==> config.mk <==
export PLATFORM = sky130hd
export DESIGN_NAME = rom_arbiter
export DESIGN_NICKNAME = d
export VERILOG_FILES = /design/src/rtl/rom_arbiter_pkg.sv /design/src/rtl/rom_arbiter_arb_rr2.sv /design/src/rtl/rom_arbiter.sv
export SDC_FILE = /design/constraint.sdc
export NUM_CORES = 1
export LEC_CHECK = 0
export ABC_AREA = 1
export CORE_AREA = 2 2 121 123
export CTS_BUF_LIST = sky130_fd_sc_hd__clkbuf_8
export CTS_CLUSTER_DIAMETER = 200
export DETAILED_ROUTE_END_ITERATION = 6
export DIE_AREA = 0 0 123 125
export PLACE_DENSITY = 0.59
export SLEW_MARGIN = 20
export SYNTH_ARGS = -nofsm -noshare
export SYNTH_HDL_FRONTEND = slang
export SYNTH_SLANG_ARGS = --single-unit
==> constraint.sdc <==
create_clock -name clk -period 2.5 [get_ports clk]
set_clock_uncertainty 0.15 [all_clocks]
set_input_delay 0.375 -clock clk [delete_from_list [all_inputs] [get_ports clk]]
set_output_delay 0.375 -clock clk [all_outputs]
set_load 0.01 [all_outputs]
==> src/rtl/rom_arbiter_pkg.sv <==
// Shared widths, access-size codes and enums for the two-master ROM arbiter.
package rom_arbiter_pkg;
  localparam int ROM_VA_WIDTH  = 32;
  localparam int BUS_WIDTH     = 32;
  localparam int BUS_ACC_WIDTH = 2;

  localparam logic [BUS_ACC_WIDTH-1:0] ACC_1B = 2'd0;
  localparam logic [BUS_ACC_WIDTH-1:0] ACC_2B = 2'd1;
  localparam logic [BUS_ACC_WIDTH-1:0] ACC_4B = 2'd2;

  typedef enum logic {ST_IDLE = 1'b0, ST_WAIT = 1'b1} arb_state_e;
  typedef enum logic {M_I = 1'b0, M_D = 1'b1} master_e;
endpackage

==> src/rtl/rom_arbiter_arb_rr2.sv <==
// Two-way grant with a last-served pointer; PRIO_MODE=1 makes ibus win every tie.
module arb_rr2
  import rom_arbiter_pkg::*;
#(
  parameter int PRIO_MODE = 0
) (
  input  logic    clk,
  input  logic    rstn,
  input  logic    req_i,
  input  logic    req_d,
  input  logic    upd,
  input  master_e served,
  output logic    gnt_i,
  output logic    gnt_d
);

  master_e last;

  // Reset to dbus so the first tie goes to ibus.
  always_ff @(posedge clk or negedge rstn) begin
    if (!rstn)    last <= M_D;
    else if (upd) last <= served;
  end

  always_comb begin
    gnt_i = req_i & (~req_d | (PRIO_MODE != 0) | (last == M_D));
    gnt_d = req_d & ~gnt_i;
  end

endmodule

==> src/rtl/rom_arbiter.sv <==
// Arbitrates ibus/dbus onto the single rom_controller port, one access outstanding.
//   state   | meaning
//   ST_IDLE | may issue a granted request to the slave this cycle
//   ST_WAIT | one request outstanding, waiting for s_resp
module rom_arbiter
  import rom_arbiter_pkg::*;
#(
  parameter int PRIO_MODE = 0
) (
  input  logic                     clk,
  input  logic                     rstn,
  input  logic [ROM_VA_WIDTH-1:0]  i_addr,
  input  logic                     i_w_rb,
  input  logic [BUS_ACC_WIDTH-1:0] i_acc,
  input  logic [BUS_WIDTH-1:0]     i_wdata,
  input  logic                     i_req,
  output logic [BUS_WIDTH-1:0]     i_rdata,
  output logic                     i_resp,
  output logic                     i_fault,
  input  logic [ROM_VA_WIDTH-1:0]  d_addr,
  input  logic                     d_w_rb,
  input  logic [BUS_ACC_WIDTH-1:0] d_acc,
  input  logic [BUS_WIDTH-1:0]     d_wdata,
  input  logic                     d_req,
  output logic [BUS_WIDTH-1:0]     d_rdata,
  output logic                     d_resp,
  output logic                     d_fault,
  output logic [ROM_VA_WIDTH-1:0]  s_addr,
  output logic                     s_w_rb,
  output logic [BUS_ACC_WIDTH-1:0] s_acc,
  output logic [BUS_WIDTH-1:0]     s_wdata,
  output logic                     s_req,
  input  logic [BUS_WIDTH-1:0]     s_rdata,
  input  logic                     s_resp,
  input  logic                     s_fault
);

  arb_state_e state, state_nxt;
  master_e    owner, owner_nxt, served, winner;
  logic       gnt_i, gnt_d, upd;

  arb_rr2 #(.PRIO_MODE(PRIO_MODE)) u_arb (
    .clk    (clk),
    .rstn   (rstn),
    .req_i  (i_req),
    .req_d  (d_req),
    .upd    (upd),
    .served (served),
    .gnt_i  (gnt_i),
    .gnt_d  (gnt_d)
  );

  assign winner  = gnt_d ? M_D : M_I;
  assign s_addr  = gnt_d ? d_addr  : i_addr;
  assign s_w_rb  = gnt_d ? d_w_rb  : i_w_rb;
  assign s_acc   = gnt_d ? d_acc   : i_acc;
  assign s_wdata = gnt_d ? d_wdata : i_wdata;

  always_ff @(posedge clk or negedge rstn) begin
    if (!rstn) begin
      state <= ST_IDLE;
      owner <= M_I;
    end else begin
      state <= state_nxt;
      owner <= owner_nxt;
    end
  end

  // rstn gating keeps the slave request quiet while reset is held.
  always_comb begin
    state_nxt = state;
    owner_nxt = owner;
    served    = owner;
    upd       = 1'b0;
    s_req     = 1'b0;
    i_resp    = 1'b0;
    d_resp    = 1'b0;
    i_fault   = 1'b0;
    d_fault   = 1'b0;
    i_rdata   = '0;
    d_rdata   = '0;
    case (state)
      ST_IDLE: begin
        if (rstn && (gnt_i || gnt_d)) begin
          s_req = 1'b1;
          if (s_fault) begin
            i_fault = gnt_i;
            d_fault = gnt_d;
            upd     = 1'b1;
            served  = winner;
          end else begin
            owner_nxt = winner;
            state_nxt = ST_WAIT;
          end
        end
      end
      ST_WAIT: begin
        if (s_resp) begin
          if (owner == M_D) begin
            d_resp  = 1'b1;
            d_rdata = s_rdata;
          end else begin
            i_resp  = 1'b1;
            i_rdata = s_rdata;
          end
          upd       = 1'b1;
          state_nxt = ST_IDLE;
        end
      end
      default: state_nxt = ST_IDLE;
    endcase
  end

endmodule

# == Word level (Yosys, flattened, before mapping) ==
# Cells that the tools add are included.
# word_totals
word_cells,49
regBits,3
inputBits,172
output_inout_bits,136
# op_classes
mux,36
bitwise_logic,7
reduce_logical,3
# op_table
operator,count
two-way mux 32 bit,8
two-way mux 1 bit,25
NOT 1 bit,4
case mux 1 bit (2 select lines),2
AND reduction 3 bit,1
bitwise AND 1 bit,2
two-way mux 2 bit,1
logical AND 1 bit,1
logical OR 1 bit,1
bitwise OR 1 bit,1

# == Depth between registers and ports, before layout ==
# depth
depth_word,9
depth_mapped,7
ltp_nobuf,6

# == Modules after synthesis ==
# From an unflattened synthesis, not the netlist that was laid out.
# hier_totals
cells_unflattened,357
hier_area_um2,1670.4
# by_module_without_submodules
mod,seq_area_each_um2,area_per_inst_um2,n_inst,cells_each
rom_arbiter,50.0,1604.0,1,350
arb_rr2,26.3,66.3,1,7

# == Worst setup path before layout ==
# Ideal clock, no wire load.
# synth_timing
kind,flip-flop to output port
from,reg u_arb.last
to,out s_wdata[10]
t_arrival_ns,1.133
stages_incl_launch_ff,7
path_buffers,2
path_slack_ns,0.842
t_required_ns,1.975
path_cell_list,dfstp_2 -> a21oi_4 -> inv_2 -> buf_4 -> buf_2 -> nand2_1 -> nand2_1
# synth_via
elab_chain_len,5
# synth_rtl
element,line_no,text
"start, declared",rom_arbiter_arb_rr2.sv:17,master_e last;
"start signal, assigned",rom_arbiter_arb_rr2.sv:22,else if (upd) last <= served;
bitwise OR 1 bit,rom_arbiter_arb_rr2.sv:26,gnt_i = req_i & (~req_d | (PRIO_MODE != 0) | (last == M_D));
bitwise AND 1 bit,rom_arbiter_arb_rr2.sv:26,
NOT 1 bit,rom_arbiter_arb_rr2.sv:27,gnt_d = req_d & ~gnt_i;
bitwise AND 1 bit,rom_arbiter_arb_rr2.sv:27,
two-way mux 32 bit,rom_arbiter.sv:57,assign s_wdata = gnt_d ? d_wdata : i_wdata;
"end, declared",rom_arbiter.sv:31,"output logic [BUS_WIDTH-1:0] s_wdata,"
# Every way passes these cells.

# == Final worst setup path ==
# layout_timing
from,in d_req
to,out s_addr[28]
# layout_via
elab_chain_len,6
# layout_rtl
element,line_no,text
"start, declared",rom_arbiter.sv:24,"input logic d_req,"
NOT 1 bit,rom_arbiter_arb_rr2.sv:26,
bitwise OR 1 bit,rom_arbiter_arb_rr2.sv:26,
bitwise AND 1 bit,rom_arbiter_arb_rr2.sv:26,
NOT 1 bit,rom_arbiter_arb_rr2.sv:27,
bitwise AND 1 bit *,rom_arbiter_arb_rr2.sv:27,
two-way mux 32 bit *,rom_arbiter.sv:54,assign s_addr = gnt_d ? d_addr : i_addr;
"end, declared",rom_arbiter.sv:28,"output logic [ROM_VA_WIDTH-1:0] s_addr,"
# Every way passes the cells marked *; elsewhere a longest branch is shown, timed or not.

==> results.ini <==
[run_status]
outcome = complete, no violations

[clock_network]
cts_buffers = 3
clkTransAtPathRegs_ns = 0.03
clock_latency_ns = 0.22
cts_buffer_depth = 2
numClockSinks = 3
cts_tree = built
cts-root-buf = clkbuf_8
htreeDepth = 1

[power]
pwr_density_cell_nw_per_um2 = 265.4
power.total_mw = 1.321
peakVddDrop_uv = 123.4
p_sw_mw = 0.5293
sw_frac_of_total = 0.4007
comb_power_share = 0.837
power.leakage_nw = 2.710
seqPwrFrac = 0.058
clkPwrFrac = 0.104
p_int_mw = 0.7919

[placement]
gp_congestion = 0.7883
numPortBuffers = 307
place.detailed.hpwl_um = 9348
dp.cells = 841

[drt]
dr.first_iter.drc_count = 61
wl_um = 11170
routedLengthMet1_um = 4007
drc = 0
dr_wl_met2_um = 5775
detail_route.wl_per_cell_um = 13.09
drt_pass1_iterations = 4
antenna_left = 0
post_drt_via_cell_ratio = 3.700
vias = 3156
route.top_layer_used = met4
wl_met3_um = 1283

[cells_and_area]
finalNonFillerCells = 853
n_antenna_cell = 0
area_delta_synth_final_pct = 247.8
drive_above_1_share = 0.05232
layout.nets = 842

[yosys]
syn_area_sq_um = 1431
synth_edf_count = 0
yosys-top-cells-area = nand2_1, nor2_1, inv_1
synthFlopType = dfrtp_1
synthArstFlopShare = 1.000
yosys_register_bits = 3
syn_inst = 355
synth_most_common_cell = nand2_1
synth_top_cell_area_share = 0.5533
yosysTopAreaCell = nand2_1
syn_nets = 527
avgSynthCellArea_sq_um = 4.032
synthTopCellsByCount = nand2_1, nor2_1, inv_1
yosysUniqueCellTypes = 12
yosysSeqAreaShare = 0.05332
synth_warnings = 0

[setup_path]
crit_top_cell = nand2_1
worstPathArrival_ns = 1.93
slowest_stage = clkdlybuf4s50_1
crit_chain = clkdlybuf4s50_1 > inv_2 > a21oi_4 > buf_12 > inv_6 > bufbuf_16 > nand2_1 > nand2_1 > dlygate4sd2_1
crit_type = input port to primary output
endpoint_kind = primary output
worst_setup_path_start_kind = input port
critical-path-max-stage-delay_ns = 0.50
cp_max_fo = 15
crit_required_ns = 1.98

[timing]
timing.fmax_mhz = 406.9
finalCriticalPeriod_ns = 2.458
finalSetupViolations = 0
hold_viol_final = 0
period_share = 0.9830
worstMarginPinSlew_ns = 0.3025
maxSlewViolCount = 0
max_slew_margin = 0.7976

[global_route]
track_usage = 0.1319
grt_max_degree = 34
grt_overflow_total = 0
grt_pass1_vias = 2905
grt_pass1_wl_um = 15750
antenna_found_initial = 0

[die]
start_util = 0.1008
dieHeight_um = 125
row_count = 44
die_w_um = 123
ioPinCount = 308
core-area_sq_um = 14200
die-area_sq_um = 15380

[run]
maxCapViolCount = 0

[min_path]
hold_path_class = flip-flop to flip-flop

repair_timing:
action | 4_1_cts | 5_1_grt
cloned | 3 | 1
endpoints found under the setup margin | 73 | 47
buffers inserted | 1 | 3
resized for setup | 90 | 18
hold buffers | 0 | 0
layer usage:
layer / up-vias / GRT usage
met2: 187 / 0.2580
li1: 1640 / -
met5: - / 0
met4: 0 / 0.02340
met1: 1323 / 0.1382
met3: 6 / 0.03695
worst paths after layout:
kind,from,to,slack [ns],cells after the start
max,d_req,s_addr[28],0.04,9
min,owner$_DFFE_PN0P_,owner$_DFFE_PN0P_,0.35,2
max reg2reg,u_arb.last$_DFFE_PN1P_,u_arb.last$_DFFE_PN1P_,0.97,7
min reg2reg,owner$_DFFE_PN0P_,owner$_DFFE_PN0P_,0.35,2
max in group asynchronous,rstn,owner$_DFFE_PN0P_,1.74,2
min in group asynchronous,rstn,state$_DFF_PN0_,0.37,2
sequential cells by signal (all words and copies together), names as in the netlist:
signal,count
owner,1
u_arb.last,1
state,1
kinds of logic (layout without fill, tap and decap cells):
kind of cell    after synthesis  in the layout  synth area share
simple gates                286            286            0.7544
compound gates                3              3           0.01836
flops                         3              3           0.05333
buf+inv                      63            377            0.1740
critical path, delay by kind of cell:
| kind | cells | cell delay (ns) |
|---|---|---|
| buffers and inverters | 6 | 1.32 |
| AOI/OAI and AO/OA | 1 | 0.13 |
| and+or+nand+nor | 2 | 0.11 |
through the flow:
stage,utilization,setup WS [ns],setup TNS (ns),hold slack (ns),area (sq um)
floorplan,-,0.8415,0,-0.07059,1431
global placement,0.3386,-0.2731,-10.33,0.3437,4810
detailed placement,0.3386,-0.2770,-10.16,0.3393,4810
CTS,0.3450,-0.07330,-0.07330,0.3470,4901
global route,0.3505,-0.0002467,-0.0005700,0.3756,4979
finish,0.3505,0.04240,0,0.3480,4979
area by class of cell:
type | count | area [sq um]
fill | 1565 | 9225
timing repair buffer | 330 | 3349
multi-input combinational | 289 | 1111
tap | 184 | 230.2
inverter | 43 | 166.4
sequential | 3 | 76.32
clock buffer | 3 | 41.29
clock inverter | 1 | 3.754
power by group through the flow:
stage | combinational, mW | sequential [mW] | clock, mW
5_1_grt | 1.20 | 0.0790 | 0.148
3_5_place_dp | 1.14 | 0.0777 | 0
6_report | 1.11 | 0.0772 | 0.138
3_3_place_gp | 1.14 | 0.0785 | 0
2_1_floorplan | 0.377 | 0.0722 | 0
4_1_cts | 1.11 | 0.0779 | 0.141
cell usage in the layout, fill, tap and decap left out, drive strengths merged:
cell             n
a21oi            1
buf             21
bufbuf           2
clkbuf           5
clkdlybuf4s15   13
clkdlybuf4s50  226
dfrtp            2
dfstp            1
dlygate4sd2     57
dlymetal6s2s     9
inv             44
nand2          211
nand3            5
nor2            70
o21ai            2
Power figures use the tool's default switching activity.
